==> src/rtl/led_pkg.sv <==
`default_nettype none
// ============================================================================
//  Module   : led_pkg
//  Purpose  : Shared types and constants for the 8x8 bicolour LED matrix
//             scanner: frame type, scan state encoding and a row decoder.
//  Revision : 1.0  initial release
// ============================================================================
package led_pkg;

    localparam int MATRIX_ROWS = 8;
    localparam int MATRIX_COLS = 8;

    // [row][col], bit = 1 means the LED is lit
    typedef logic [MATRIX_ROWS-1:0][MATRIX_COLS-1:0] led_frame_t;

    typedef enum logic [1:0] {
        IDLE  = 2'd0,
        BLANK = 2'd1,
        DRIVE = 2'd2
    } scan_state_t;

    // One-hot row enable for a row index
    function automatic logic [MATRIX_ROWS-1:0] row_onehot(input logic [2:0] idx);
        logic [MATRIX_ROWS-1:0] v;
        v      = '0;
        v[idx] = 1'b1;
        return v;
    endfunction

endpackage
`default_nettype wire

==> src/rtl/scan_timer.sv <==
`default_nettype none
// ============================================================================
//  Module   : scan_timer
//  Purpose  : Loadable down-counter. Stops at zero; o_tc is high while the
//             count is zero. A load of N-1 therefore gives an N-cycle interval.
//  Ports    : clk        system clock
//             rst        synchronous active-high reset (count -> 0)
//             i_clr      synchronous clear (count -> 0)
//             i_load     load i_load_val on the next edge
//             i_load_val value to load
//             o_tc       terminal count (count == 0)
//  Revision : 1.0  initial release
// ============================================================================
module scan_timer #(
    parameter int WIDTH = 4
) (
    input  logic             clk,
    input  logic             rst,
    input  logic             i_clr,
    input  logic             i_load,
    input  logic [WIDTH-1:0] i_load_val,
    output logic             o_tc
);

    logic [WIDTH-1:0] r_count;

    always_ff @(posedge clk) begin
        if (rst || i_clr) begin
            r_count <= '0;
        end else if (i_load) begin
            r_count <= i_load_val;
        end else if (r_count != '0) begin
            r_count <= r_count - WIDTH'(1);
        end
    end

    assign o_tc = (r_count == '0);

endmodule
`default_nettype wire

==> src/rtl/led_matrix_scanner.sv <==
`default_nettype none
// ============================================================================
//  Module   : led_matrix_scanner
//  Purpose  : Row-multiplexing driver for the 8x8 bicolour LED matrix. Takes a
//             tear-free snapshot of the red/green frame once per frame and
//             scans one row at a time, with an optional all-off blanking gap
//             before each row to suppress ghosting.
//  Ports    : clk          system clock
//             reset        synchronous, active-high
//             enable       scan enable; low = display dark
//             redarray     [row][col] red frame, 1 = lit
//             greenarray   [row][col] green frame, 1 = lit
//             row_sel      one-hot row enable, active-high
//             red_col_n    red column drive, active-low
//             green_col_n  green column drive, active-low
//             row_idx      row currently owned by the scan
//             frame_start  one-cycle pulse when a new snapshot is taken
//  Revision : 1.0  initial release
// ============================================================================
module led_matrix_scanner
    import led_pkg::*;
#(
    parameter int DWELL_CYC = 2500,
    parameter int BLANK_CYC = 50
) (
    input  logic       clk,
    input  logic       reset,
    input  logic       enable,
    input  led_frame_t redarray,
    input  led_frame_t greenarray,
    output logic [7:0] row_sel,
    output logic [7:0] red_col_n,
    output logic [7:0] green_col_n,
    output logic [2:0] row_idx,
    output logic       frame_start
);

    localparam int c_max_cyc = (DWELL_CYC > BLANK_CYC) ? DWELL_CYC : BLANK_CYC;
    localparam int c_cnt_w   = $clog2(c_max_cyc + 1);

    localparam bit               c_has_blank = (BLANK_CYC > 0);
    localparam logic [c_cnt_w-1:0] c_dwell_ld  = c_cnt_w'(DWELL_CYC - 1);
    localparam logic [c_cnt_w-1:0] c_blank_ld  = c_cnt_w'((BLANK_CYC > 0) ? BLANK_CYC - 1 : 0);
    // Interval that follows IDLE or the end of a row: blanking if present
    localparam logic [c_cnt_w-1:0] c_next_ld   = c_has_blank ? c_blank_ld : c_dwell_ld;
    localparam logic [2:0]         c_last_row  = 3'(MATRIX_ROWS - 1);

    scan_state_t  r_state;
    logic [2:0]   r_row_idx;
    logic [7:0]   r_row_sel;
    logic [7:0]   r_red_col_n;
    logic [7:0]   r_green_col_n;
    logic         r_frame_start;
    led_frame_t   r_red_snap;
    led_frame_t   r_green_snap;

    logic               w_tc;
    logic               w_load;
    logic [c_cnt_w-1:0] w_load_val;
    logic [2:0]         w_next_row;
    logic               w_wrap;
    logic [7:0]         w_next_red;
    logic [7:0]         w_next_green;

    assign w_next_row = r_row_idx + 3'd1;
    assign w_wrap     = (r_row_idx == c_last_row);

    // Without blanking, the row after a wrap is lit on the same edge the new
    // snapshot is taken, so its columns must come straight from the inputs.
    assign w_next_red   = w_wrap ? redarray[0]   : r_red_snap[w_next_row];
    assign w_next_green = w_wrap ? greenarray[0] : r_green_snap[w_next_row];

    // Timer is reloaded on every state transition (including DRIVE->DRIVE
    // row advances), so each state sees a fresh interval from its first cycle.
    always_comb begin
        w_load     = 1'b0;
        w_load_val = c_dwell_ld;
        case (r_state)
            IDLE: begin
                w_load     = 1'b1;
                w_load_val = c_next_ld;
            end
            BLANK: begin
                w_load     = w_tc;
                w_load_val = c_dwell_ld;
            end
            DRIVE: begin
                w_load     = w_tc;
                w_load_val = c_next_ld;
            end
            default: begin
                w_load     = 1'b0;
                w_load_val = c_dwell_ld;
            end
        endcase
    end

    scan_timer #(
        .WIDTH (c_cnt_w)
    ) u_scan_timer (
        .clk        (clk),
        .rst        (reset),
        .i_clr      (~enable),
        .i_load     (w_load),
        .i_load_val (w_load_val),
        .o_tc       (w_tc)
    );

    always_ff @(posedge clk) begin
        if (reset) begin
            r_state       <= IDLE;
            r_row_idx     <= '0;
            r_row_sel     <= '0;
            r_red_col_n   <= '1;
            r_green_col_n <= '1;
            r_frame_start <= 1'b0;
            r_red_snap    <= '0;
            r_green_snap  <= '0;
        end else if (!enable) begin
            // Snapshots are deliberately kept; they are refreshed on re-enable
            r_state       <= IDLE;
            r_row_idx     <= '0;
            r_row_sel     <= '0;
            r_red_col_n   <= '1;
            r_green_col_n <= '1;
            r_frame_start <= 1'b0;
        end else begin
            r_frame_start <= 1'b0;
            case (r_state)
                IDLE: begin
                    r_red_snap    <= redarray;
                    r_green_snap  <= greenarray;
                    r_frame_start <= 1'b1;
                    r_row_idx     <= '0;
                    if (c_has_blank) begin
                        r_state       <= BLANK;
                        r_row_sel     <= '0;
                        r_red_col_n   <= '1;
                        r_green_col_n <= '1;
                    end else begin
                        r_state       <= DRIVE;
                        r_row_sel     <= row_onehot(3'd0);
                        r_red_col_n   <= ~redarray[0];
                        r_green_col_n <= ~greenarray[0];
                    end
                end
                BLANK: begin
                    if (w_tc) begin
                        r_state       <= DRIVE;
                        r_row_sel     <= row_onehot(r_row_idx);
                        r_red_col_n   <= ~r_red_snap[r_row_idx];
                        r_green_col_n <= ~r_green_snap[r_row_idx];
                    end
                end
                DRIVE: begin
                    if (w_tc) begin
                        r_row_idx <= w_next_row;
                        if (w_wrap) begin
                            r_red_snap    <= redarray;
                            r_green_snap  <= greenarray;
                            r_frame_start <= 1'b1;
                        end
                        if (c_has_blank) begin
                            r_state       <= BLANK;
                            r_row_sel     <= '0;
                            r_red_col_n   <= '1;
                            r_green_col_n <= '1;
                        end else begin
                            r_state       <= DRIVE;
                            r_row_sel     <= row_onehot(w_next_row);
                            r_red_col_n   <= ~w_next_red;
                            r_green_col_n <= ~w_next_green;
                        end
                    end
                end
                default: begin
                    r_state       <= IDLE;
                    r_row_idx     <= '0;
                    r_row_sel     <= '0;
                    r_red_col_n   <= '1;
                    r_green_col_n <= '1;
                end
            endcase
        end
    end

    assign row_sel     = r_row_sel;
    assign red_col_n   = r_red_col_n;
    assign green_col_n = r_green_col_n;
    assign row_idx     = r_row_idx;
    assign frame_start = r_frame_start;

endmodule
`default_nettype wire

==> config.mk <==
export PLATFORM = sky130hd
export DESIGN_NAME = led_matrix_scanner
export DESIGN_NICKNAME = d
export VERILOG_FILES = /design/src/rtl/led_pkg.sv /design/src/rtl/scan_timer.sv /design/src/rtl/led_matrix_scanner.sv
export SDC_FILE = /design/constraint.sdc
export NUM_CORES = 1
export LEC_CHECK = 0
export BUFFER_PORTS_ARGS = -buffer_cell sky130_fd_sc_hd__buf_2
export CORE_MARGIN = 2
export CORE_UTILIZATION = 45
export CTS_BUF_LIST = sky130_fd_sc_hd__clkbuf_2 sky130_fd_sc_hd__clkbuf_4 sky130_fd_sc_hd__clkbuf_8
export CTS_CLUSTER_DIAMETER = 40
export DETAILED_ROUTE_END_ITERATION = 7
export PLACE_DENSITY = 0.76
export SETUP_SLACK_MARGIN = 0.02
export SLEW_MARGIN = 10
export SYNTH_ARGS = -nofsm -noshare
export SYNTH_HDL_FRONTEND = slang
export SYNTH_SLANG_ARGS = --single-unit
==> constraint.sdc <==
create_clock -name clk -period 2.5 [get_ports clk]
set_clock_uncertainty 0.2 [all_clocks]
set_input_delay 0.375 -clock clk [delete_from_list [all_inputs] [get_ports clk]]
set_output_delay 0.375 -clock clk [all_outputs]
set_load 0.05 [all_outputs]
# ---- After elaboration in Yosys (flattened, before gate mapping)
# Index checks and enable logic that the tools add are counted.
dict set report totals {
  ff_bits 170
  in_bits 131
  out_inout_bits 28
  wordCells 82
}
dict set report op_classes {
  add_sub_neg 2
  magnitude_cmp 2
  n_eq_ne 6
  muxes 32
  bitwise_logic 4
  n_reduce_logical 13
}
# op count
set op_table {}
lappend op_table {{$mux W64} 4}
lappend op_table {{$pmux W64 S2} 2}
lappend op_table {{$mux W8} 7}
lappend op_table {{$bmux W8 S3} 2}
lappend op_table {{$pmux W8 S2} 3}
lappend op_table {{$mux W12} 3}
lappend op_table {{$not A8 Y8} 2}
lappend op_table {{$logic_not A12 Y1} 1}
lappend op_table {{$reduce_bool A12 Y1} 1}
lappend op_table {{$sub A12 B1 Y12 const B} 1}
lappend op_table {{$pmux W2 S3} 1}
lappend op_table {{$pmux W3 S2} 1}
lappend op_table {{$reduce_or A2 Y1} 3}
lappend op_table {{$lt A3 B4 Y1 const B} 1}
lappend op_table {{$mux W2} 2}
lappend op_table {{$ne A2 B1 Y1 const B} 2}
lappend op_table {{$pmux W1 S2} 2}
lappend op_table {{$reduce_and A2 Y1} 2}
lappend op_table {{$reduce_and A4 Y1} 1}
lappend op_table {{$reduce_bool A2 Y1} 2}
lappend op_table {{$add A3 B1 Y3 const B} 1}
lappend op_table {{$demux W1 S3} 1}
lappend op_table {{$eq A3 B3 Y1 const B} 1}
lappend op_table {{$ge A3 B1 Y1 const B} 1}
lappend op_table {{other kinds (9)} 12}

# ---- Depth between registers and ports, before layout
# Gate-level depths: netlist of run 1.
dict set report depth {
  ltp_word 6
  depth_mapped 10
  depth_no_buf 7
}

# ---- By module
# Synthesis of run 1 repeated with hierarchy kept, for this count alone.
dict set report hier_totals {
  cells_unflattened 898
  area_unflattened_um2 7447.1
}
# mod instances cells_each area_each_um2 seq_area_each_um2
set by_module_without_submodules {}
lappend by_module_without_submodules {led_matrix_scanner 1 811 6757.7 3163.0}
lappend by_module_without_submodules {scan_timer 1 87 689.4 240.2}

# ---- Worst setup path after synthesis of run 1
# OpenSTA, ideal clock, no wires.
dict set report synth_timing {
  path_type {reg-to-reg}
  from {register u_scan_timer.r_count[0]}
  to {register r_red_col_n[1], in the netlist red_col_n[1]}
  setup_time_ps 117
  arrival_ps 1941
  required_ps 2183
  setup_slack_ps 242
  path_stages_with_launch 10
  n_path_buf 3
  period_less_slack_ps 2258
  path_cell_list {dfxtp_1 > inv_1 > ha_1 > nor4b_2 > and3_1 > buf_6 > or3_1 > buf_2 > buf_6 > o22a_1}
}
dict set report synth_between {
  elab_chain_cells 3
  elab_cells_between_ends 4
}
# item line
set synth_lines {}
lappend synth_lines {{start: declaration} scan_timer.sv:25} ;# logic [WIDTH-1:0] r_count;
lappend synth_lines {{start signal: assignment} scan_timer.sv:31} ;# r_count <= i_load_val;
lappend synth_lines {{start signal: assignment} scan_timer.sv:33} ;# r_count <= r_count - WIDTH'(1);
lappend synth_lines {{$logic_not A12 Y1 (*)} scan_timer.sv:37} ;# assign o_tc = (r_count == '0);
lappend synth_lines {{$ne A2 B1 Y1 (no line)} --}
lappend synth_lines {{$reduce_and A2 Y1 (no line) (*)} --}
lappend synth_lines {{end signal: assignment} led_matrix_scanner.sv:143} ;# r_red_col_n <= ~redarray[0];
lappend synth_lines {{end signal: assignment} led_matrix_scanner.sv:151} ;# r_red_col_n <= ~r_red_snap[r_row_idx];
lappend synth_lines {{end signal: assignment} led_matrix_scanner.sv:171} ;# r_red_col_n <= ~w_next_red;
lappend synth_lines {{end: declaration} led_matrix_scanner.sv:51} ;# logic [7:0] r_red_col_n;
# Every way passes the cells marked *; elsewhere a longest branch is shown, timed or not.
# A chain may end at the register's enable or synchronous reset.

# ---- Final worst setup path of run 1
dict set report layout_timing {
  from {register u_scan_timer.r_count[0]}
  to {register r_green_snap[49] (netlist bit)}
}
dict set report layout_between {
  elab_chain_cells 3
}
# item line
set layout_lines {}
lappend layout_lines {{$logic_not A12 Y1} scan_timer.sv:37}
lappend layout_lines {{$ne A2 B1 Y1 (no line)} --}
lappend layout_lines {{$reduce_and A4 Y1 (no line)} --}
lappend layout_lines {{end signal: assignment} led_matrix_scanner.sv:132} ;# r_green_snap <= greenarray;
lappend layout_lines {{end signal: assignment} led_matrix_scanner.sv:160} ;# r_green_snap <= greenarray;
lappend layout_lines {{end: declaration} led_matrix_scanner.sv:55} ;# led_frame_t r_green_snap;
# Every way passes these cells.

==> metrics.md, run 1 <==
| Metric | Value |
|---|---|
| Run status | complete, no violations |
| Synth Flop Type | dfxtp_1 |
| Number of sinks driven by the clock tree | between 150 and 200 |
| Final Max Tran Viols | 0 |
| Critical path, cell by cell | inv_1, ha_1, nor4b_4, nand3_2, o21ai_4, buf_4, clkbuf_16, nand2_1, a21oi_1 |
| Number of buffers added by the clock tree synthesis step | 17 |
| Nets | approximately 1,300 |
| Type of the worst setup path | reg2reg |
| Power per standard cell area | just under 600 nW/µm² |
| Die span in y | around 130 µm |
| Unrepaired setup endpoints after global routing | false |
| Total net switching power | 1.72 mW |
| Synthesized flop and latch total | 170 |
| Relative area change from synthesis to final layout | 33.7% |
| Proportion of power drawn by the clock network | about a third |
| Portion of synthesized cell area occupied by the leading cell type | between 40% and 50% |
| Core outline area | between 15,000 and 20,000 µm² |
| Number of global-route vias before repair | between 7,000 and 8,000 |
| Type of the worst min-delay path | in2reg |
| Critical path peak fanout | 35 |
| Ratio of final minimum period to clock period | a little over nine tenths |
| Placed cells | between 1,000 and 1,500 |
| Ports placed on the boundary | between 150 and 200 |
| Yosys warning count | 0 |
| Tmin final | about 2.4 ns |
| Seq. cell area | 3410 µm² |
| Worst slack after detailed placement | between 0.02 and 0.025 ns |
| Vias/cell | between 5 and 6 |
| Area of placed instances | ~8400 µm² |
| Cell Rows | 47 |
| Net count after synthesis | 1,020 |
| Arr. time, crit path | ~2.6 ns |
| Final Hold Violating Endpoints | 0 |
| Bufs on Longest Clock Path | 2 |
| Clock transition time at the flip-flop clock pins of the worst setup and hold paths | about 0.090 ns |
| Slew at the pin closest to its max-slew limit | between 1 and 1.5 ns |
| Die W | between 100 and 150 µm |
| Least setup slack across all paths after layout | roughly 0.13 ns |
| Worst path required time | 2.70 ns |
| Fillers | about 1,400 |
| Post-Route WL | about 24,000 µm |
| Via total after detailed routing | between 7,000 and 8,000 |
| Worst rel slew slack | between 20 and 30% |
| CP max stage cell | dfxtp_1 |
| Type of element launching the critical path | flop |
| Largest cells by area after synthesis | dfxtp_1, nand2_1, a21oi_1, a21oi_2, mux2i_1 |
| CTS root buf | clkbuf_8 |
| Switching part of the total | between 20 and 30% |
| Maximum level of the CTS H-tree | 4 |
| Final setup viols | 0 |
| Fraction of power consumed by combinational cells | between 10% and 20% |
| Floorplan die area | between 15,000 and 20,000 µm² |
| Fmax | 422 MHz |
| Effective utilization at floorplan | between 40% and 50% |
| Reg2Reg Launch Point | u_scan_timer.r_count[0] |
| Yosys cell types | between 60 and 70 |
| Finished layout cell area | approximately 10,000 µm² |
| Non-filler cells in the finished layout | between 1,000 and 1,500 |
| Endpoint class of the critical path | flop |
| First-pass iteration count of the detailed router | 6 |
| CTS tree | yes |
| Pin count of the biggest net entering global routing | 80 |
| Share of flip-flops with an asynchronous set or reset after synthesis | 0% |
| DRT antenna net count | 0 |
| Worst min-delay path startpoint | redarray[44] |
| Sequential area share after synthesis | ~45% |
| Register share of total power | about half |
| Worst IR Drop VDD | roughly 0.34 mV |
| Source-to-sink clock delay at the later pin of the worst-skew pair | 0.47 ns |
| Largest area contributor in the synthesized netlist | dfxtp_1 |
| HPWL after detailed placement | around 14,000 µm |
| Number of enable flip-flop cells after synthesis | 0 |
| Cell internal pwr | about 4.3 mW |
| Worst path max stage delay | 0.36 ns |
| Total DRC errors in the routed layout | 0 |
| Number of antenna violations at the first check in global routing | 0 |
| Synthesized area per cell | approximately 8.7 µm² |
| Global-route wire length before repair | about 36,000 µm |
| Cells after synthesis | 880 |
| Worst hold slack | 0.0358 ns |
| Static leakage | about 4 nW |
| Aggregate global-route resource usage | ~26% |
| Routability Congestion | ~0.84 |
| Fraction of layout instances using a drive strength above 1 | a little over a quarter |
| Max_cap viols | 0 |
| Count of input and output buffers | 158 |
| Total power draw | about 6 mW |
| Worst setup startpoint | u_scan_timer.r_count[0] |
| Post-Syn Area | around 7600 µm² |
| Total Negative Setup Slacks | 0 ns |
| Fin util | approximately 62% |
| Number of DRC markers in iteration 0 | 534 |
| Multi-input gate area in the final layout | around 3700 µm² |
| WL per Instance | about 17 µm |
| Grt total ovfl | 0 |
[routing by layer]
metal  vias up  global-route usage, %  share of wire [%]
met5         -                      0                  0
met2       315                   41.7                 47
met1      3462                   31.8                 42
met3        86                   5.10                6.3
met4         0                   13.6                4.3
li1       3536                      -                  -
[Yosys cell counts, types with 3 or more instances]
| cell | count |
|---|---|
| o22a_1 | 9 |
| nand2_2 | 21 |
| inv_1 | 7 |
| xnor2_1 | 7 |
| ha_1 | 9 |
| o22ai_1 | 7 |
| a22o_1 | 5 |
| a21oi_1 | 107 |
| o31ai_1 | 4 |
| nor3_1 | 3 |
| nor4_1 | 3 |
| o211ai_1 | 3 |
| o32ai_1 | 4 |
| dfxtp_1 | 170 |
| a22oi_1 | 6 |
| o21ai_0 | 15 |
| nand3_1 | 7 |
| mux2i_1 | 27 |
| nor2_1 | 23 |
| buf_12 | 10 |
| a21oi_2 | 38 |
| or3_1 | 3 |
| mux2_2 | 4 |
| clkbuf_1 | 21 |
| mux4_2 | 10 |
| buf_6 | 6 |
| a221oi_1 | 3 |
| nand3b_1 | 3 |
| nor2b_1 | 6 |
| nand2_1 | 269 |
| nand2b_1 | 3 |
| a31oi_1 | 7 |
| buf_2 | 24 |
[worst max-delay path: cells and delay by family (launching register included)]
family	cells	cell delay (ns)
AOI/OAI and AO/OA	2	0.45
adders and majority gates	1	0.19
buffers and inverters	3	0.53
DFF	1	0.36
and+or+nand+nor	3	0.57
[worst paths after layout]
check                                         to  slack (ns)  depth (start not counted)
worst max-delay path            r_green_snap[49]        0.13                          9
worst min-delay path              r_red_snap[44]        0.04                          3
worst max register to register  r_green_snap[49]        0.13                          9
worst min register to register        row_sel[3]        0.25                          2
[kinds of logic (layout without fill, tap and decap cells)]
kind of cell / after synthesis / count (layout) / share of synthesized area (%)
DFF: 170 / 170 / 44.6
muxes: 41 / 41 / 7.08
and+or+nand+nor: 355 / 355 / 20.0
xor gates and xnor gates: 9 / 9 / 1.03
buffers and inverters: 74 / 354 / 7.00
other: 0 / 2 / 0
adders and majority gates: 9 / 9 / 1.48
AOI/OAI and AO/OA: 222 / 222 / 18.9
[repair_timing]
action / 4_1_cts / 5_1_grt
setup endpoints to repair: 9 / 140
pin swaps: 0 / 1
hold buffers: 127 / 0
cloned: 0 / 2
resized for setup: 1 / 3
buffers inserted: 0 / 5
endpoints found under the hold margin: 127 / 0
[layout make-up]
type                       instances  share of cell area [%]
antenna                            2                  0.0491
inverter                           8                   0.294
timing repair buffer             314                    23.4
sequential                       170                    33.4
clock inverter                    12                    1.13
tap                              220                    2.70
multi-input combinational        636                    36.4
clock buffer                      20                    2.64
[state kept, by name, summed over array words and instances, names as in the netlist]
| signal | count |
|---|---|
| frame_start | 1 |
| green_col_n | 8 |
| r_green_snap | 64 |
| r_red_snap | 64 |
| r_state | 2 |
| red_col_n | 8 |
| row_idx | 3 |
| row_sel | 8 |
| u_scan_timer.r_count | 12 |
[cells in the final DEF (no fill, tap or decap), drive strengths merged, types with 4 or more instances in the layout]
cell type,netlist,final
a21oi,145,145
a22o,5,5
a22oi,6,6
a31oi,7,7
buf,45,185
clkbuf,21,22
clkinv,1,7
dfxtp,170,170
dlygate4sd3,0,127
ha,9,9
inv,7,9
mux2,4,4
mux2i,27,27
mux4,10,10
nand2,290,290
nand3,8,8
nand3b,4,4
nor2,23,23
nor2b,6,6
nor4,4,4
o21ai,17,17
o22a,9,9
o22ai,7,7
o31ai,5,5
o32ai,4,4
xnor2,7,7
[power groups by stage]
| stage | Combinational (mW) | Sequential, mW | Clock (mW) |
|---|---|---|---|
| 6_report | 1.10 | 2.97 | 1.91 |
| 5_1_grt | 1.21 | 2.98 | 2.02 |
| 4_1_cts | 1.02 | 2.96 | 1.91 |
| 3_5_place_dp | 0.859 | 3.02 | 0 |
| 3_3_place_gp | 0.847 | 3.02 | 0 |
| 2_1_floorplan | 0.682 | 3.00 | 0 |
Power figures use the tool's default switching activity.
==> inputs of run 2 (changes only) <==
- SYNTH_HIERARCHICAL: unset -> 1
- clock period: 2.5 -> 2.8 ns (I/O delays scaled with it)
==> metrics.md, run 2 <==
| Metric | Value |
|---|---|
| Run status | complete, no violations |
| Via total after detailed routing | 7,193 (-2.8%) |
| Reg2Reg Launch Point | u_scan_timer/r_count[0] |
| Post-CTS Setup Inserts | 0 (unchanged) |
| Maximum level of the CTS H-tree | 4 (unchanged) |
| Critical path peak fanout | 44 (+26%) |
| Endpoint class of the critical path | flop |
| Number of sinks driven by the clock tree | 170 (unchanged) |
| Worst IR Drop VDD | 0.317 mV (-6.8%) |
| Floorplan die area | 17,600 µm² (-2.4%) |
| Vias/cell | 5.20 (-2.9%) |
| Routability Congestion | 0.816 (-2.8%) |
| Clock transition time at the flip-flop clock pins of the worst setup and hold paths | 0.09 ns (about the same) |
| Core outline area | 16,400 µm² (-1.1%) |
| Switching part of the total | 26.7% (-2.2 points) |
| Final Hold Violating Endpoints | 0 (unchanged) |
| Hold worst-path end | r_green_snap[59] |
| Final setup viols | 0 (unchanged) |
| Number of global-route vias before repair | 6,902 (-3.7%) |
| Top flop regs | r_green_snap: 64 flops, r_red_snap: 64 flops, u_scan_timer/r_count: 12 flops |
| Ports placed on the boundary | 159 (unchanged) |
| Register share of total power | 48.6% (-1.0 points) |
| Cells after synthesis | 898 (+2.0%) |
| Die span in y | 133 µm (-1.2%) |
| Yosys warning count | 6 (+6) |
| CTS root buf | clkbuf_8 |
| Number of enable flip-flop cells after synthesis | 0 (unchanged) |
| Aggregate global-route resource usage | 24.4% (-1.2 points) |
| Register-to-register setup slack | 0.21 ns (+0.08 ns) |
| DR top layer | met5 |
| Amount of wire on met3 after detailed routing | 973 µm (-34%) |
| Finished layout cell area | 9920 µm² (-2.8%) |
| Number of DRC markers in iteration 0 | 498 (-6.7%) |
| Synth Flop Type | dfxtp_1 |
| Source-to-sink clock delay at the later pin of the worst-skew pair | 0.46 ns (about the same) |
| Type of element launching the critical path | flop |
| Global-route wire length before repair | 34,100 µm (-5.4%) |
| Pin count of the biggest net entering global routing | 66 (-18%) |
| Tmin final | 2.59 ns (+0.217 ns) |
| Arr. time, crit path | 2.78 ns (+0.21 ns) |
| Worst slack after detailed placement | 0.177 ns (+0.157 ns) |
| Worst path required time | 2.99 ns (+0.29 ns) |
| Type of the worst setup path | reg2reg |
| Largest cells by area after synthesis | dfxtp_1, nand2_1, a21oi_1, mux2i_1, buf_6 |
| Largest area contributor in the synthesized netlist | dfxtp_1 |
| Fraction of power consumed by combinational cells | 16.5% (-2.0 points) |
| Max_cap viols | 0 (unchanged) |
| Depth of the worst register-to-register path | 9 (unchanged) |
| Leading cell type in the layout, fill and taps excluded | nand2_1 |
| Count of input and output buffers | 158 (unchanged) |
| Synthesized flop and latch total | 170 (unchanged) |
| Fmax | 387 MHz (-8.4%) |
| Proportion of power drawn by the clock network | 34.9% (+3.0 points) |
| Fillers | 1,351 (-2.9%) |
| Die W | 133 µm (-1.2%) |
| HPWL after detailed placement | 13,000 µm (-7.8%) |
| Yosys cell types | 49 (-21%) |
| Synthesized area per cell | 8.29 µm² (-4.4%) |
| Final Max Tran Viols | 0 (unchanged) |
| Slew at the pin closest to its max-slew limit | 0.860 ns (-0.198 ns) |
| Total Negative Setup Slacks | 0 ns (unchanged) |
| Bufs on Longest Clock Path | 2 (unchanged) |
| Number of buffers added by the clock tree synthesis step | 17 (unchanged) |
| Unrepaired setup endpoints after global routing | false |
| Least setup slack across all paths after layout | 0.213 ns (+0.0833 ns) |
| Relative area change from synthesis to final layout | 33.2% |
| Worst rel slew slack | 42.6% (+13 points) |
| Most numerous cell in the Yosys netlist | nand2_1 |
| Power per standard cell area | 548 nW/µm² (-6.5%) |
| WL per Instance | 15.6 µm (-9.0%) |
| Fraction of layout instances using a drive strength above 1 | 19.0% (-7.2 points) |
| CTS tree | yes |
| Static leakage | 3.89 nW (-2.4%) |
| List of most frequent post-synthesis cells | nand2_1, dfxtp_1, a21oi_1 |
| Total routed wire length on the met1 layer | 9160 µm (-8.6%) |
| Post-Route WL | 21,600 µm (-8.9%) |
| Effective utilization at floorplan | 45.4% (-0.63 points) |
| Diodes inserted | 0 (-2) |
| Share of flip-flops with an asynchronous set or reset after synthesis | 0% (unchanged) |
| Sum of met2 wire segment lengths after detailed routing | 10,600 µm (-4.6%) |
| Nets | 1,291 (+0.31%) |
| Total net switching power | 1.45 mW (-16%) |
| Portion of synthesized cell area occupied by the leading cell type | 45.7% (+1.1 points) |
| Cell Rows | 47 (unchanged) |
| Sequential area share after synthesis | 45.7% (+1.1 points) |
| Post-Syn Area | 7450 µm² (-2.4%) |
| Grt total ovfl | 0 (unchanged) |
| Cell internal pwr | 3.99 mW (-6.3%) |
| Total DRC errors in the routed layout | 0 (unchanged) |
| Type of the worst min-delay path | in2reg |
| DRT antenna net count | 0 (unchanged) |
| Area of placed instances | 8270 µm² (-1.8%) |
| Most used cells in the layout excluding fill and tap cells | nand2_1, dfxtp_1, buf_2 |
| Reg-to-reg endpoint | r_green_snap[17] |
| Number of antenna violations at the first check in global routing | 1 (+1) |
| Worst min-delay path startpoint | greenarray[59] |
| Ratio of final minimum period to clock period | 92.4% (-2.4 points) |
| First-pass iteration count of the detailed router | 5 (-1) |
| Worst hold stages | 3 (unchanged) |
==> run 2: repair_timing <==
item / CTS / global route
gates resized for setup: 0 / 1
hold endpoints to repair: 119 / 1
endpoints found under the setup margin: 0 / 16
hold buffers: 119 / 1
==> run 2: area by class of cell <==
class | instances | area, µm² | share of cell area (%)
multi-input cells | 653 | 3510 | 35.4
flip-flops and latches | 170 | 3410 | 34.4
well taps | 220 | 275 | 2.78
clock buffers | 23 | 304 | 3.07
repair buffers | 300 | 2250 | 22.7
clock inverters | 9 | 138 | 1.39
inverters | 9 | 33.8 | 0.341
==> run 2: how the worst max path moves through the flow <==
stage                                  from                      end
global placement    u_scan_timer/r_count[0]           green_col_n[4]
finish              u_scan_timer/r_count[0]         r_green_snap[17]
detailed placement  u_scan_timer/r_count[0]           green_col_n[0]
floorplan           u_scan_timer/r_count[0]  u_scan_timer/r_count[1]
global route        u_scan_timer/r_count[0]         r_green_snap[17]
CTS                 u_scan_timer/r_count[0]             red_col_n[7]
==> run 2: kinds of logic after synthesis <==
group                    Yosys count  synth area share (%)
other                              2                 0.101
multiplexers                      66                  8.87
adder cells (fa/ha/maj)            9                  1.51
XOR/XNOR                           6                 0.706
buffers and inverters             78                  7.43
AO/OA/AOI/OAI                    214                  16.5
flip-flops                       170                  45.7
AND/OR/NAND/NOR                  353                  19.2
==> run 2: routing by layer <==
| layer | vias to the layer above | GRT usage, % |
|---|---|---|
| met5 | - | 0 |
| met4 | 2 | 11.5 |
| met3 | 59 | 5.06 |
| met2 | 234 | 41.6 |
| met1 | 3374 | 29.3 |
| li1 | 3524 | - |
==> run 2: worst max-delay path, stage by stage (launching register included) <==
cell     delay, ns
dfxtp_1       0.34
inv_1         0.10
ha_1          0.14
nor4b_1       0.33
and3_1        0.30
and3_4        0.25
o21a_4        0.33
buf_12        0.26
nand2_1       0.10
a21oi_1       0.15
==> run 2: power by group through the flow <==
stage	logic (mW)	clock network [mW]	registers (mW)
floorplan	0.540	0	2.68
global placement	0.729	0	2.69
detailed placement	0.743	0	2.70
CTS	0.875	1.93	2.64
global route	0.982	2.03	2.66
finish	0.894	1.90	2.64
==> run 2: metrics by stage <==
stage / hold slack, ns / utilization, % / instances / total power [mW]
3_3_place_gp: 0.241 / 50.4 / 1232 / 3.42
3_5_place_dp: 0.246 / 50.4 / 1232 / 3.44
6_report: 0.0271 / 60.4 / 1384 / 5.44
4_1_cts: 0.00216 / 60.4 / 1383 / 5.44
5_1_grt: 0.00110 / 60.4 / 1384 / 5.67
2_1_floorplan: 0.236 / - / 901 / 3.22
==> inputs of run 3 (changes only) <==
==> constraint.sdc (replaced) <==
create_clock -name clk -period 2.8 [get_ports clk]
set_clock_uncertainty 0.2 [all_clocks]
set_input_delay 0.56 -clock clk [delete_from_list [all_inputs] [get_ports clk]]
set_output_delay 0.56 -clock clk [all_outputs]
set_load 0.05 [all_outputs]
==> metrics.md, run 3 (synthesis gave the netlist of run 2 again) <==
| Metric | Value |
|---|---|
| Run status | complete, no violations |
| Via total after detailed routing | 6,504 (-9.6%) |
| Switching part of the total | 27.4% (+0.72 points) |
| Maximum level of the CTS H-tree | 4 (unchanged) |
| Bufs on Longest Clock Path | 2 (unchanged) |
| Type of element launching the critical path | flop |
| Reg-to-reg endpoint | r_green_snap[22] |
| HPWL after detailed placement | 13,100 µm (+0.72%) |
| CTS root buf | clkbuf_8 |
| Ports placed on the boundary | 159 (unchanged) |
| Max_cap viols | 0 (unchanged) |
| Aggregate global-route resource usage | 21.7% (-2.7 points) |
| Power per standard cell area | 590 nW/µm² (+7.7%) |
| Ratio of final minimum period to clock period | 89.9% (-2.5 points) |
| CTS tree | yes |
| Nets | 1,171 (-9.3%) |
| Post-Route WL | 18,900 µm (-13%) |
| Global-route wire length before repair | 30,500 µm (-11%) |
| Fillers | 1,586 (+17%) |
| Floorplan die area | 17,600 µm² (unchanged) |
| Fmax | 397 MHz (+2.7%) |
| Number of DRC markers in iteration 0 | 334 (-33%) |
| Post-CTS Setup Inserts | 0 (unchanged) |
| Number of antenna violations at the first check in global routing | 2 (+1) |
| Slew at the pin closest to its max-slew limit | 0.886 ns (+0.0260 ns) |
| Routability Congestion | 0.819 (+0.34%) |
| Vias/cell | 5.15 (-0.99%) |
| Tmin final | 2.52 ns (-0.0691 ns) |
| Die W | 133 µm (unchanged) |
| Type of the worst min-delay path | in2reg |
| Core outline area | 16,400 µm² (unchanged) |
| Fraction of layout instances using a drive strength above 1 | 21.2% (+2.2 points) |
| Effective utilization at floorplan | 45.4% (unchanged) |
| Final Max Tran Viols | 0 (unchanged) |
| Reg2Reg Launch Point | u_scan_timer/r_count[0] |
| Leading cell type in the layout, fill and taps excluded | nand2_1 |
| WL per Instance | 14.9 µm (-4.2%) |
| Static leakage | 3.35 nW (-14%) |
| Cell internal pwr | 3.72 mW (-6.7%) |
| Worst hold slack | 0.122 ns (+0.0945 ns) |
| Number of buffers added by the clock tree synthesis step | 17 (unchanged) |
| Top flop regs | r_green_snap: 64 flops, r_red_snap: 64 flops, u_scan_timer/r_count: 12 flops |
| Number of global-route vias before repair | 6,117 (-11%) |
| CP max stage cell | o21ai_4 |
| Worst IR Drop VDD | 0.288 mV (-9.2%) |
| Register share of total power | 51.6% (+3.0 points) |
| Grt total ovfl | 0 (unchanged) |
| DRT antenna net count | 0 (unchanged) |
| Worst hold stages | 3 (unchanged) |
| Total Negative Setup Slacks | 0 ns (unchanged) |
| Final setup viols | 0 (unchanged) |
| Worst path required time | 2.98 ns (about the same) |
| Critical path peak fanout | 35 (-20%) |
| Die span in y | 133 µm (unchanged) |
| Cell Rows | 47 (unchanged) |
| Source-to-sink clock delay at the later pin of the worst-skew pair | 0.46 ns (about the same) |
| Count of input and output buffers | 158 (unchanged) |
| Unrepaired setup endpoints after global routing | false |
| Total net switching power | 1.40 mW (-3.3%) |
| Critical path, cell by cell | inv_1, ha_1, nor4b_2, and3_1, and3_4, o21ai_4, buf_12, nand2_1, a21oi_1 |
| Hold worst-path end | r_green_snap[1] |
| Number of sinks driven by the clock tree | 170 (unchanged) |
| Worst min-delay path startpoint | greenarray[1] |
| Final Hold Violating Endpoints | 0 (unchanged) |
| Worst path max stage delay | 0.48 ns (+0.14 ns) |
| Proportion of power drawn by the clock network | 33.8% (-1.1 points) |
| Depth of the worst register-to-register path | 9 (unchanged) |
| First-pass iteration count of the detailed router | 5 (unchanged) |
| Most used cells in the layout excluding fill and tap cells | nand2_1, dfxtp_1, buf_2 |
| Clock transition time at the flip-flop clock pins of the worst setup and hold paths | 0.09 ns (about the same) |
| Total DRC errors in the routed layout | 0 (unchanged) |
| Fraction of power consumed by combinational cells | 14.6% (-1.9 points) |
| Register-to-register setup slack | 0.28 ns (+0.07 ns) |
| Type of the worst setup path | reg2reg |
| Relative area change from synthesis to final layout | 16.5% |
| Endpoint class of the critical path | flop |
| Arr. time, crit path | 2.70 ns (-0.08 ns) |
| Worst rel slew slack | 40.9% (-1.7 points) |
| Pin count of the biggest net entering global routing | 66 (unchanged) |
==> run 3: worst max-delay path by stage <==
stage                              endpoint               startpoint  cells past startpoint
floorplan           u_scan_timer/r_count[1]  u_scan_timer/r_count[0]                     12
global placement             green_col_n[4]  u_scan_timer/r_count[0]                      9
detailed placement           green_col_n[3]  u_scan_timer/r_count[0]                      9
CTS                          green_col_n[3]  u_scan_timer/r_count[0]                      9
global route               r_green_snap[51]  u_scan_timer/r_count[0]                      9
finish                     r_green_snap[22]  u_scan_timer/r_count[0]                      9
==> run 3: timing repair <==
action,4_1_cts,5_1_grt
setup endpoints to repair,0,41
hold buffers,0,0
endpoints found under the hold margin,0,0
gates resized for setup,0,2
==> run 3: per-stage QoR <==
| step | setup slack, ns | util (%) | power, mW | cells | area, µm² |
|---|---|---|---|---|---|
| global route | 0.0872 | 52.9 | 5.36 | 1264 | 8670 |
| floorplan | 0.319 | - | 3.22 | 901 | 7460 |
| finish | 0.282 | 52.9 | 5.12 | 1264 | 8670 |
| CTS | 0.144 | 52.8 | 5.15 | 1263 | 8660 |
| detailed placement | 0.178 | 50.4 | 3.44 | 1232 | 8270 |
| global placement | 0.261 | 50.4 | 3.42 | 1232 | 8270 |
==> run 3: final cells by class <==
cell class | instances | area, µm² | area share (%)
Inverter | 9 | 33.8 | 0.389
Tap cell | 220 | 275 | 3.17
Clock buffer | 20 | 269 | 3.10
Antenna cell | 1 | 2.50 | 0.0289
Sequential cell | 170 | 3410 | 39.3
Multi-Input combinational cell | 653 | 3520 | 40.6
Timing Repair Buffer | 180 | 1050 | 12.1
Clock inverter | 11 | 121 | 1.40
==> run 3: layer usage <==
metal / part of all wire [%] / vias up / GRT usage, %
li1: - / 3291 / -
met1: 46 / 3028 / 28.5
met2: 47 / 150 / 34.5
met3: 4.2 / 33 / 4.56
met4: 2.8 / 2 / 9.38
met5: 0.064 / - / 0
==> run 3: power groups by stage <==
stage / clock, mW / combinational (mW) / sequential (mW)
after detailed placement: 0 / 0.744 / 2.69
final: 1.73 / 0.749 / 2.64
after CTS: 1.77 / 0.747 / 2.64
after global placement: 0 / 0.729 / 2.69
after global routing: 1.86 / 0.840 / 2.66
after floorplan: 0 / 0.540 / 2.68
==> run 3: worst max-delay path, delay by kind of cell (launching register included) <==
kind	cells	cell delay [ns]
AOI/OAI and AO/OA	2	0.62
adders and majority gates	1	0.21
buffers and inverters	2	0.36
DFF	1	0.38
and+or+nand+nor	4	0.66
